`config.mk`:
```
export PLATFORM = sky130hd
export DESIGN_NAME = bec_io_loader
export DESIGN_NICKNAME = d
export VERILOG_FILES = /design/src/rtl/bec_io_loader.sv
export SDC_FILE = /design/constraint.sdc
export NUM_CORES = 1
export LEC_CHECK = 0
export ABC_CLOCK_PERIOD_IN_PS = 3500
export BUFFER_PORTS_ARGS = -buffer_cell sky130_fd_sc_hd__buf_4
export CAP_MARGIN = 20
export CELL_PAD_IN_SITES_DETAIL_PLACEMENT = 1
export CELL_PAD_IN_SITES_GLOBAL_PLACEMENT = 1
export CORE_AREA = 2 2 232 234
export CTS_CLUSTER_DIAMETER = 60
export CTS_CLUSTER_SIZE = 10
export DETAILED_ROUTE_END_ITERATION = 10
export DIE_AREA = 0 0 234 236
export PLACE_DENSITY = 0.89
export RECOVER_POWER = 25
export SLEW_MARGIN = 40
export SYNTH_ARGS = -nofsm -noshare
export SYNTH_HDL_FRONTEND = slang
export SYNTH_SLANG_ARGS = --single-unit
```
`constraint.sdc`:
```
create_clock -name clk -period 3.5 [get_ports clk]
set_clock_uncertainty 0.05 [all_clocks]
set_input_delay 0.7 -clock clk [delete_from_list [all_inputs] [get_ports clk]]
set_output_delay 0.7 -clock clk [all_outputs]
set_load 0.02 [all_outputs]
```
`src/rtl/bec_io_loader.sv`:
```
// bec_io_loader: host-side sequencer for the binary-Edwards-curve scalar-multiply core.
// Takes the key plus six 163-bit operands as 32-bit words, downloads them into
// the core, feeds key bits MSB first during the ladder, then streams back the
// two result coordinates as 32-bit words.
module bec_io_loader (
  input  logic         clk,
  input  logic         rst_n,
  input  logic         in_valid,
  output logic         in_ready,
  input  logic [31:0]  in_data,
  output logic         out_valid,
  input  logic         out_ready,
  output logic [31:0]  out_data,
  output logic         busy,
  output logic         bec_load_data,
  output logic [2:0]   bec_load_status,
  output logic [162:0] bec_data_in,
  output logic         bec_trigLoad,
  output logic         bec_enable,
  output logic         bec_ki,
  input  logic         bec_next_key,
  input  logic [3:0]   bec_status,
  input  logic         bec_done,
  input  logic [162:0] bec_data_out
);

  typedef enum logic [3:0] {
    S_IDLE  = 4'd0,
    S_KEY   = 4'd1,
    S_REQ   = 4'd2,
    S_OPND  = 4'd3,
    S_PUSH  = 4'd4,
    S_ALIGN = 4'd5,
    S_RUN   = 4'd6,
    S_RDA   = 4'd7,
    S_RDB   = 4'd8,
    S_OUTB  = 4'd9
  } state_t;

  state_t         state_r;
  logic [162:0]   key_r;
  logic [162:0]   asm_r;
  logic [162:0]   out_sr_r;
  logic [2:0]     idx_r;
  logic [2:0]     dl_cnt_r;
  logic [2:0]     wcnt_r;
  logic [2:0]     ocnt_r;
  logic [7:0]     bit_idx_r;
  logic           in_ready_r;
  logic           out_valid_r;
  logic [31:0]    out_data_r;
  logic           busy_r;
  logic           load_data_r;
  logic [2:0]     load_status_r;
  logic           trig_r;
  logic           enable_r;
  logic           ki_r;

  logic           in_acc_s;
  logic           out_acc_s;
  logic [2:0]     dl_nxt_s;
  logic           unused_status_s;

  // Merge one 32-bit host word into its slot of a 163-bit value; word 5 keeps only bits [2:0].
  function automatic logic [162:0] put_word(input logic [162:0] cur,
                                            input logic [2:0]   sel,
                                            input logic [31:0]  w);
    logic [162:0] r;
    r = cur;
    case (sel)
      3'd0:    r[31:0]    = w;
      3'd1:    r[63:32]   = w;
      3'd2:    r[95:64]   = w;
      3'd3:    r[127:96]  = w;
      3'd4:    r[159:128] = w;
      3'd5:    r[162:160] = w[2:0];
      default: r = cur;
    endcase
    return r;
  endfunction

  // Modulo-7 increment used to track the core's download-phase iteration counter.
  function automatic logic [2:0] mod7_inc(input logic [2:0] v);
    logic [2:0] r;
    if (v == 3'd6) begin
      r = 3'd0;
    end else begin
      r = v + 3'd1;
    end
    return r;
  endfunction

  assign in_acc_s        = in_valid & in_ready_r;
  assign out_acc_s       = out_valid_r & out_ready;
  // idle / proc / upload flags are not needed: bec_done carries the upload state.
  assign unused_status_s = ^{bec_status[3], bec_status[1:0]};

  // Next value of the download-cycle counter: advances on every cycle the core reports download.
  always_comb begin
    dl_nxt_s = dl_cnt_r;
    if (bec_status[2]) begin
      dl_nxt_s = mod7_inc(dl_cnt_r);
    end else begin
      dl_nxt_s = dl_cnt_r;
    end
  end

  // Main sequencer: word collection, core download, key serving and readback.
  always_ff @(posedge clk or negedge rst_n) begin
    if (!rst_n) begin
      state_r       <= S_IDLE;
      key_r         <= 163'd0;
      asm_r         <= 163'd0;
      out_sr_r      <= 163'd0;
      idx_r         <= 3'd0;
      dl_cnt_r      <= 3'd0;
      wcnt_r        <= 3'd0;
      ocnt_r        <= 3'd0;
      bit_idx_r     <= 8'd162;
      in_ready_r    <= 1'b0;
      out_valid_r   <= 1'b0;
      out_data_r    <= 32'd0;
      busy_r        <= 1'b0;
      load_data_r   <= 1'b0;
      load_status_r <= 3'd0;
      trig_r        <= 1'b0;
      enable_r      <= 1'b0;
      ki_r          <= 1'b0;
    end else begin
      // While waiting for the core, hold the counter at 0 so the core's first
      // download cycle is counted as 0, exactly like the core's own counter.
      if (state_r == S_REQ) begin
        dl_cnt_r <= bec_status[2] ? 3'd1 : 3'd0;
      end else begin
        dl_cnt_r <= dl_nxt_s;
      end

      case (state_r)
        S_IDLE: begin
          in_ready_r <= 1'b1;
          if (in_acc_s) begin
            key_r   <= put_word(key_r, 3'd0, in_data);
            wcnt_r  <= 3'd1;
            busy_r  <= 1'b1;
            state_r <= S_KEY;
          end
        end

        S_KEY: begin
          if (in_acc_s) begin
            key_r <= put_word(key_r, wcnt_r, in_data);
            if (wcnt_r == 3'd5) begin
              wcnt_r      <= 3'd0;
              bit_idx_r   <= 8'd162;
              ki_r        <= in_data[2];   // key bit 162 lives in bit 2 of word 5
              in_ready_r  <= 1'b0;
              load_data_r <= 1'b1;
              state_r     <= S_REQ;
            end else begin
              wcnt_r <= wcnt_r + 3'd1;
            end
          end
        end

        S_REQ: begin
          if (bec_status[2]) begin
            load_data_r <= 1'b0;
            idx_r       <= 3'd0;
            in_ready_r  <= 1'b1;
            state_r     <= S_OPND;
          end
        end

        S_OPND: begin
          if (in_acc_s) begin
            asm_r <= put_word(asm_r, wcnt_r, in_data);
            if (wcnt_r == 3'd5) begin
              wcnt_r        <= 3'd0;
              in_ready_r    <= 1'b0;
              trig_r        <= 1'b1;
              load_status_r <= idx_r;
              state_r       <= S_PUSH;
            end else begin
              wcnt_r <= wcnt_r + 3'd1;
            end
          end
        end

        S_PUSH: begin
          trig_r        <= 1'b0;
          load_status_r <= 3'd0;
          idx_r         <= idx_r + 3'd1;
          if (idx_r == 3'd5) begin
            // Enable may already be due in the very next cycle.
            enable_r <= (dl_nxt_s == 3'd6);
            state_r  <= S_ALIGN;
          end else begin
            in_ready_r <= 1'b1;
            state_r    <= S_OPND;
          end
        end

        S_ALIGN: begin
          // Enable only while the core's counter reads 6 so it wraps to 0 entering processing.
          if (enable_r) begin
            enable_r <= 1'b0;
            state_r  <= S_RUN;
          end else begin
            enable_r <= (dl_nxt_s == 3'd6);
          end
        end

        S_RUN: begin
          if (bec_next_key && (bit_idx_r != 8'd0)) begin
            bit_idx_r <= bit_idx_r - 8'd1;
            ki_r      <= key_r[bit_idx_r - 8'd1];
          end
          if (bec_done) begin
            state_r <= S_RDA;
          end
        end

        S_RDA: begin
          if (!out_valid_r) begin
            out_data_r  <= bec_data_out[31:0];
            out_sr_r    <= {32'd0, bec_data_out[162:32]};
            out_valid_r <= 1'b1;
            ocnt_r      <= 3'd0;
          end else if (out_acc_s) begin
            if (ocnt_r == 3'd5) begin
              out_valid_r   <= 1'b0;
              load_status_r <= 3'd1;
              state_r       <= S_RDB;
            end else begin
              ocnt_r     <= ocnt_r + 3'd1;
              out_data_r <= out_sr_r[31:0];
              out_sr_r   <= {32'd0, out_sr_r[162:32]};
            end
          end
        end

        S_RDB: begin
          // Selecting coordinate B also tells the core to drop back to idle.
          out_data_r    <= bec_data_out[31:0];
          out_sr_r      <= {32'd0, bec_data_out[162:32]};
          out_valid_r   <= 1'b1;
          ocnt_r        <= 3'd0;
          load_status_r <= 3'd0;
          state_r       <= S_OUTB;
        end

        S_OUTB: begin
          if (out_acc_s) begin
            if (ocnt_r == 3'd5) begin
              out_valid_r <= 1'b0;
              busy_r      <= 1'b0;
              in_ready_r  <= 1'b1;
              state_r     <= S_IDLE;
            end else begin
              ocnt_r     <= ocnt_r + 3'd1;
              out_data_r <= out_sr_r[31:0];
              out_sr_r   <= {32'd0, out_sr_r[162:32]};
            end
          end
        end

        default: begin
          state_r       <= S_IDLE;
          in_ready_r    <= 1'b0;
          out_valid_r   <= 1'b0;
          busy_r        <= 1'b0;
          load_data_r   <= 1'b0;
          load_status_r <= 3'd0;
          trig_r        <= 1'b0;
          enable_r      <= 1'b0;
        end
      endcase
    end
  end

  assign in_ready        = in_ready_r;
  assign out_valid       = out_valid_r;
  assign out_data        = out_data_r;
  assign busy            = busy_r;
  assign bec_load_data   = load_data_r;
  assign bec_load_status = load_status_r;
  assign bec_data_in     = asm_r;
  assign bec_trigLoad    = trig_r;
  assign bec_enable      = enable_r;
  assign bec_ki          = ki_r;

endmodule

```
==> metrics.csv <==
metric;value;unit
outcome;finished, violations left;
violations;max-capacitance violations, max-slew violations;
drt-total-wl;77100;um
crit_end;bec_ki;
ir_worst_vdd;0.567;mV
place_area;27400;sq um
pre_cts_ws;392;ps
tightestPinTransition;2010;ps
rsz0062_at_grt;no;
critPathMaxStageDelay;550;ps
critPathSlowestCell;dfrtp_2;
synth_nets;2229;
postCtsHoldBufs;0;
regArea;13900;sq um
grt_pass1_vias;19972;
finalNetCount;2588;
netlist_area;23500;sq um
antenna_found_initial;16;
fillCellCount;5484;
route.detailed.drc;0;
finalSetupViolCount;0;
max_freq;306;MHz
leakage;13.9;nW
synthAdderAreaFrac;0.373;%
endpoint_kind;flip-flop;
gp_congestion;0.900;
synth_seq_cells;555;
synth-edff-count;0;
grt_pass1_wl;119000;um
ios;410;
worst_slack;234;ps
path_cells;inv_1 -> ha_1 -> buf_12 -> nor3_1 -> mux2_1 -> nor4_1 -> buf_4 -> o211ai_1 -> nor4_1 -> nor4_1 -> o41ai_2;
ant_nets;0;
async_flop_share;100;%
yosys_warnings;0;
tns;0;ps
r2r_end;bec_ki;
via_per_inst;5.76;
grt_overflow;0;
cpMostUsedCell;nor4_1;
fin_crit_sh;93.3;%
insertion_delay;600;ps
start_kind;flip-flop;
htree_levels;3;
crit_arrival;3700;ps
r2r_cells;11;
grt_max_degree;99;
cts.clk_slew.worst_paths;60;ps
synth-compound-area-share;7.88;%
multi_input_area;8970;sq um
synthDominantCellAreaShare;58.8;%
synth_area_leaders;dfrtp_1, mux2_2, nor2_1;
die_h;236;um
drive_above_1_share;37.5;%
hpwl;51200;um
syn2layout_area_growth;25.1;%
syn_inst;2017;
clockBufferDepth;3;
ctsResizeCount;0;
critPathKind;reg -> reg;
min_path_cells;3;
die_x;234;um
core;53100;sq um
power.density_cell_area;943;nW/um^2
cts_tree;yes;
drv_slew;71;
numPortBuffers;406;
synth_flop_cell;dfrtp_1;
synthXorXnorAreaFrac;0.218;%
hold_slack;315;ps
seq_area_frac_synth;59.1;%
post_cts_buffers;0;
synth_top_area_cell;dfrtp_1;
r2r_start;bit_idx_r[0];
firstDrtPassIters;5;
start_util;44.3;%
yosys.area_share.simple;11.2;%
hp-class;in -> reg;
num_rows;85;
fin_crit;3270;ps
grt_usage;27.9;%
path_max_fanout;40;
cp.required;3940;ps
hold_viol;0;
relSlewSlack;-34.2;%
route.vias.total;17892;
startpoint;bit_idx_r[0];
muxShareOfSynthArea;18.2;%
instances_no_fill;3107;
die_area;55200;sq um
clock-sinks;555;
drtIter0Drc;1192;
wl_per_cell;24.8;um
cap_violations;1;
placed_cells;3002;
synth_top_family_by_area;multiplexers;
cts_inserted_buffers;67;
syn-mean-instance-area;11.6;sq um
ff2ff_setup_slack;230;ps
root_buffer;clkbuf_16;
yosysUniqueCellTypes;55;
final_area;29400;sq um
-- flip-flops by register name (all words and copies together), names as in the netlist --
register         count
out_sr_r           163
out_data            32
bec_enable           1
out_valid            1
busy                 1
dl_cnt_r             3
ocnt_r               3
bec_data_in        163
wcnt_r               3
state_r              4
idx_r                3
key_r              163
bec_ki               1
in_ready             1
bit_idx_r            8
bec_load_data        1
bec_load_status      3
bec_trigLoad         1
-- cells in the mapped netlist (all sizes together) (3+ instances only) --
library cell	number
nor3	17
o22ai	170
nand3	36
nand2b	7
nand2	109
buf	90
clkbuf	72
mux2	336
ha	7
a31oi	10
a31o	3
dfstp	3
o211ai	7
o31a	3
o31ai	4
nor2	364
and2	37
mux2i	14
mux4	16
a21oi	20
dfrtp	552
o21ai	41
a211oi	3
nand3b	7
a41oi	5
inv	17
nor2b	5
nor3b	16
a32oi	6
nor4	10
xnor2	3
-- worst min path at each step --
stage	start	slack (ps)	end
2_1_floorplan	rst_n	350	bec_data_in[0]
3_3_place_gp	out_sr_r[160]	420	out_sr_r[160]
3_5_place_dp	out_sr_r[134]	420	out_sr_r[134]
4_1_cts	rst_n	40	key_r[15]
5_1_grt	bec_data_out[22]	300	out_data[22]
6_report	bec_data_out[22]	310	out_data[22]
-- cells by family (layout without fill, tap and decap cells) --
group,count (synthesis),in the layout
AOI/OAI and AO/OA,291,291
xor gates and xnor gates,5,5
adders and majority gates,7,7
buffers and inverters,179,559
DFF,555,555
muxes,366,366
other,0,14
and+or+nand+nor,614,614
-- layout by cell type (no fill, tap or decap), drive strengths merged, types with 3 or more instances in the layout --
cell type  instances
o211ai             7
o21ai             41
o31a               3
diode             14
nand2b             7
nand3             36
nor4              10
nor2b              5
mux2             336
a32oi              6
nor2             364
nand3b             7
clkbuf            84
nor3b             16
a31oi             10
o22ai            170
and2              37
clkinv             3
a31o               3
inv               20
a41oi              5
buf              447
bufinv             4
dfstp              3
xnor2              3
ha                 7
a21oi             20
nor3              17
mux2i             14
nand2            109
a211oi             3
o31ai              4
dfrtp            552
mux4              16
-- stage by stage --
| stage | power, mW | utilization, % |
|---|---|---|
| global route | 29.2 | 55.3 |
| CTS | 27.8 | 55.3 |
| finish | 27.7 | 55.4 |
| detailed placement | 21.0 | 51.6 |
| floorplan | 16.6 | - |
| global placement | 20.1 | 51.6 |
-- layout make-up --
cell class	count	area share [%]
flip-flops and latches	555	47.3
multi-input cells	1283	30.5
repair buffers	452	12.1
clock buffers	79	5.93
well taps	696	2.96
clock inverters	11	0.814
inverters	17	0.217
diodes	14	0.119
-- metal layers --
layer	part of all wire, %	vias to the layer above	track usage [%]
met2	51	587	46.3
met1	39	9315	34.8
met3	5.4	204	5.39
met5	0.034	-	0
li1	-	7782	-
met4	4.4	4	13.8
-- where the power goes --
part	switching (mW)	total (mW)	internal (mW)
clock network	2.74	6.57	3.83
logic	6.03	10.6	4.58
registers	1.74	10.5	8.78
-- worst max-delay path: cells and delay by family, from the launching register on --
family	cells	cell delay, ps
compound gates	2	300
fa+ha+maj	1	380
buf+inv	3	640
flops	1	550
mux	1	340
simple gates	4	900
Power figures use the tool's default switching activity.
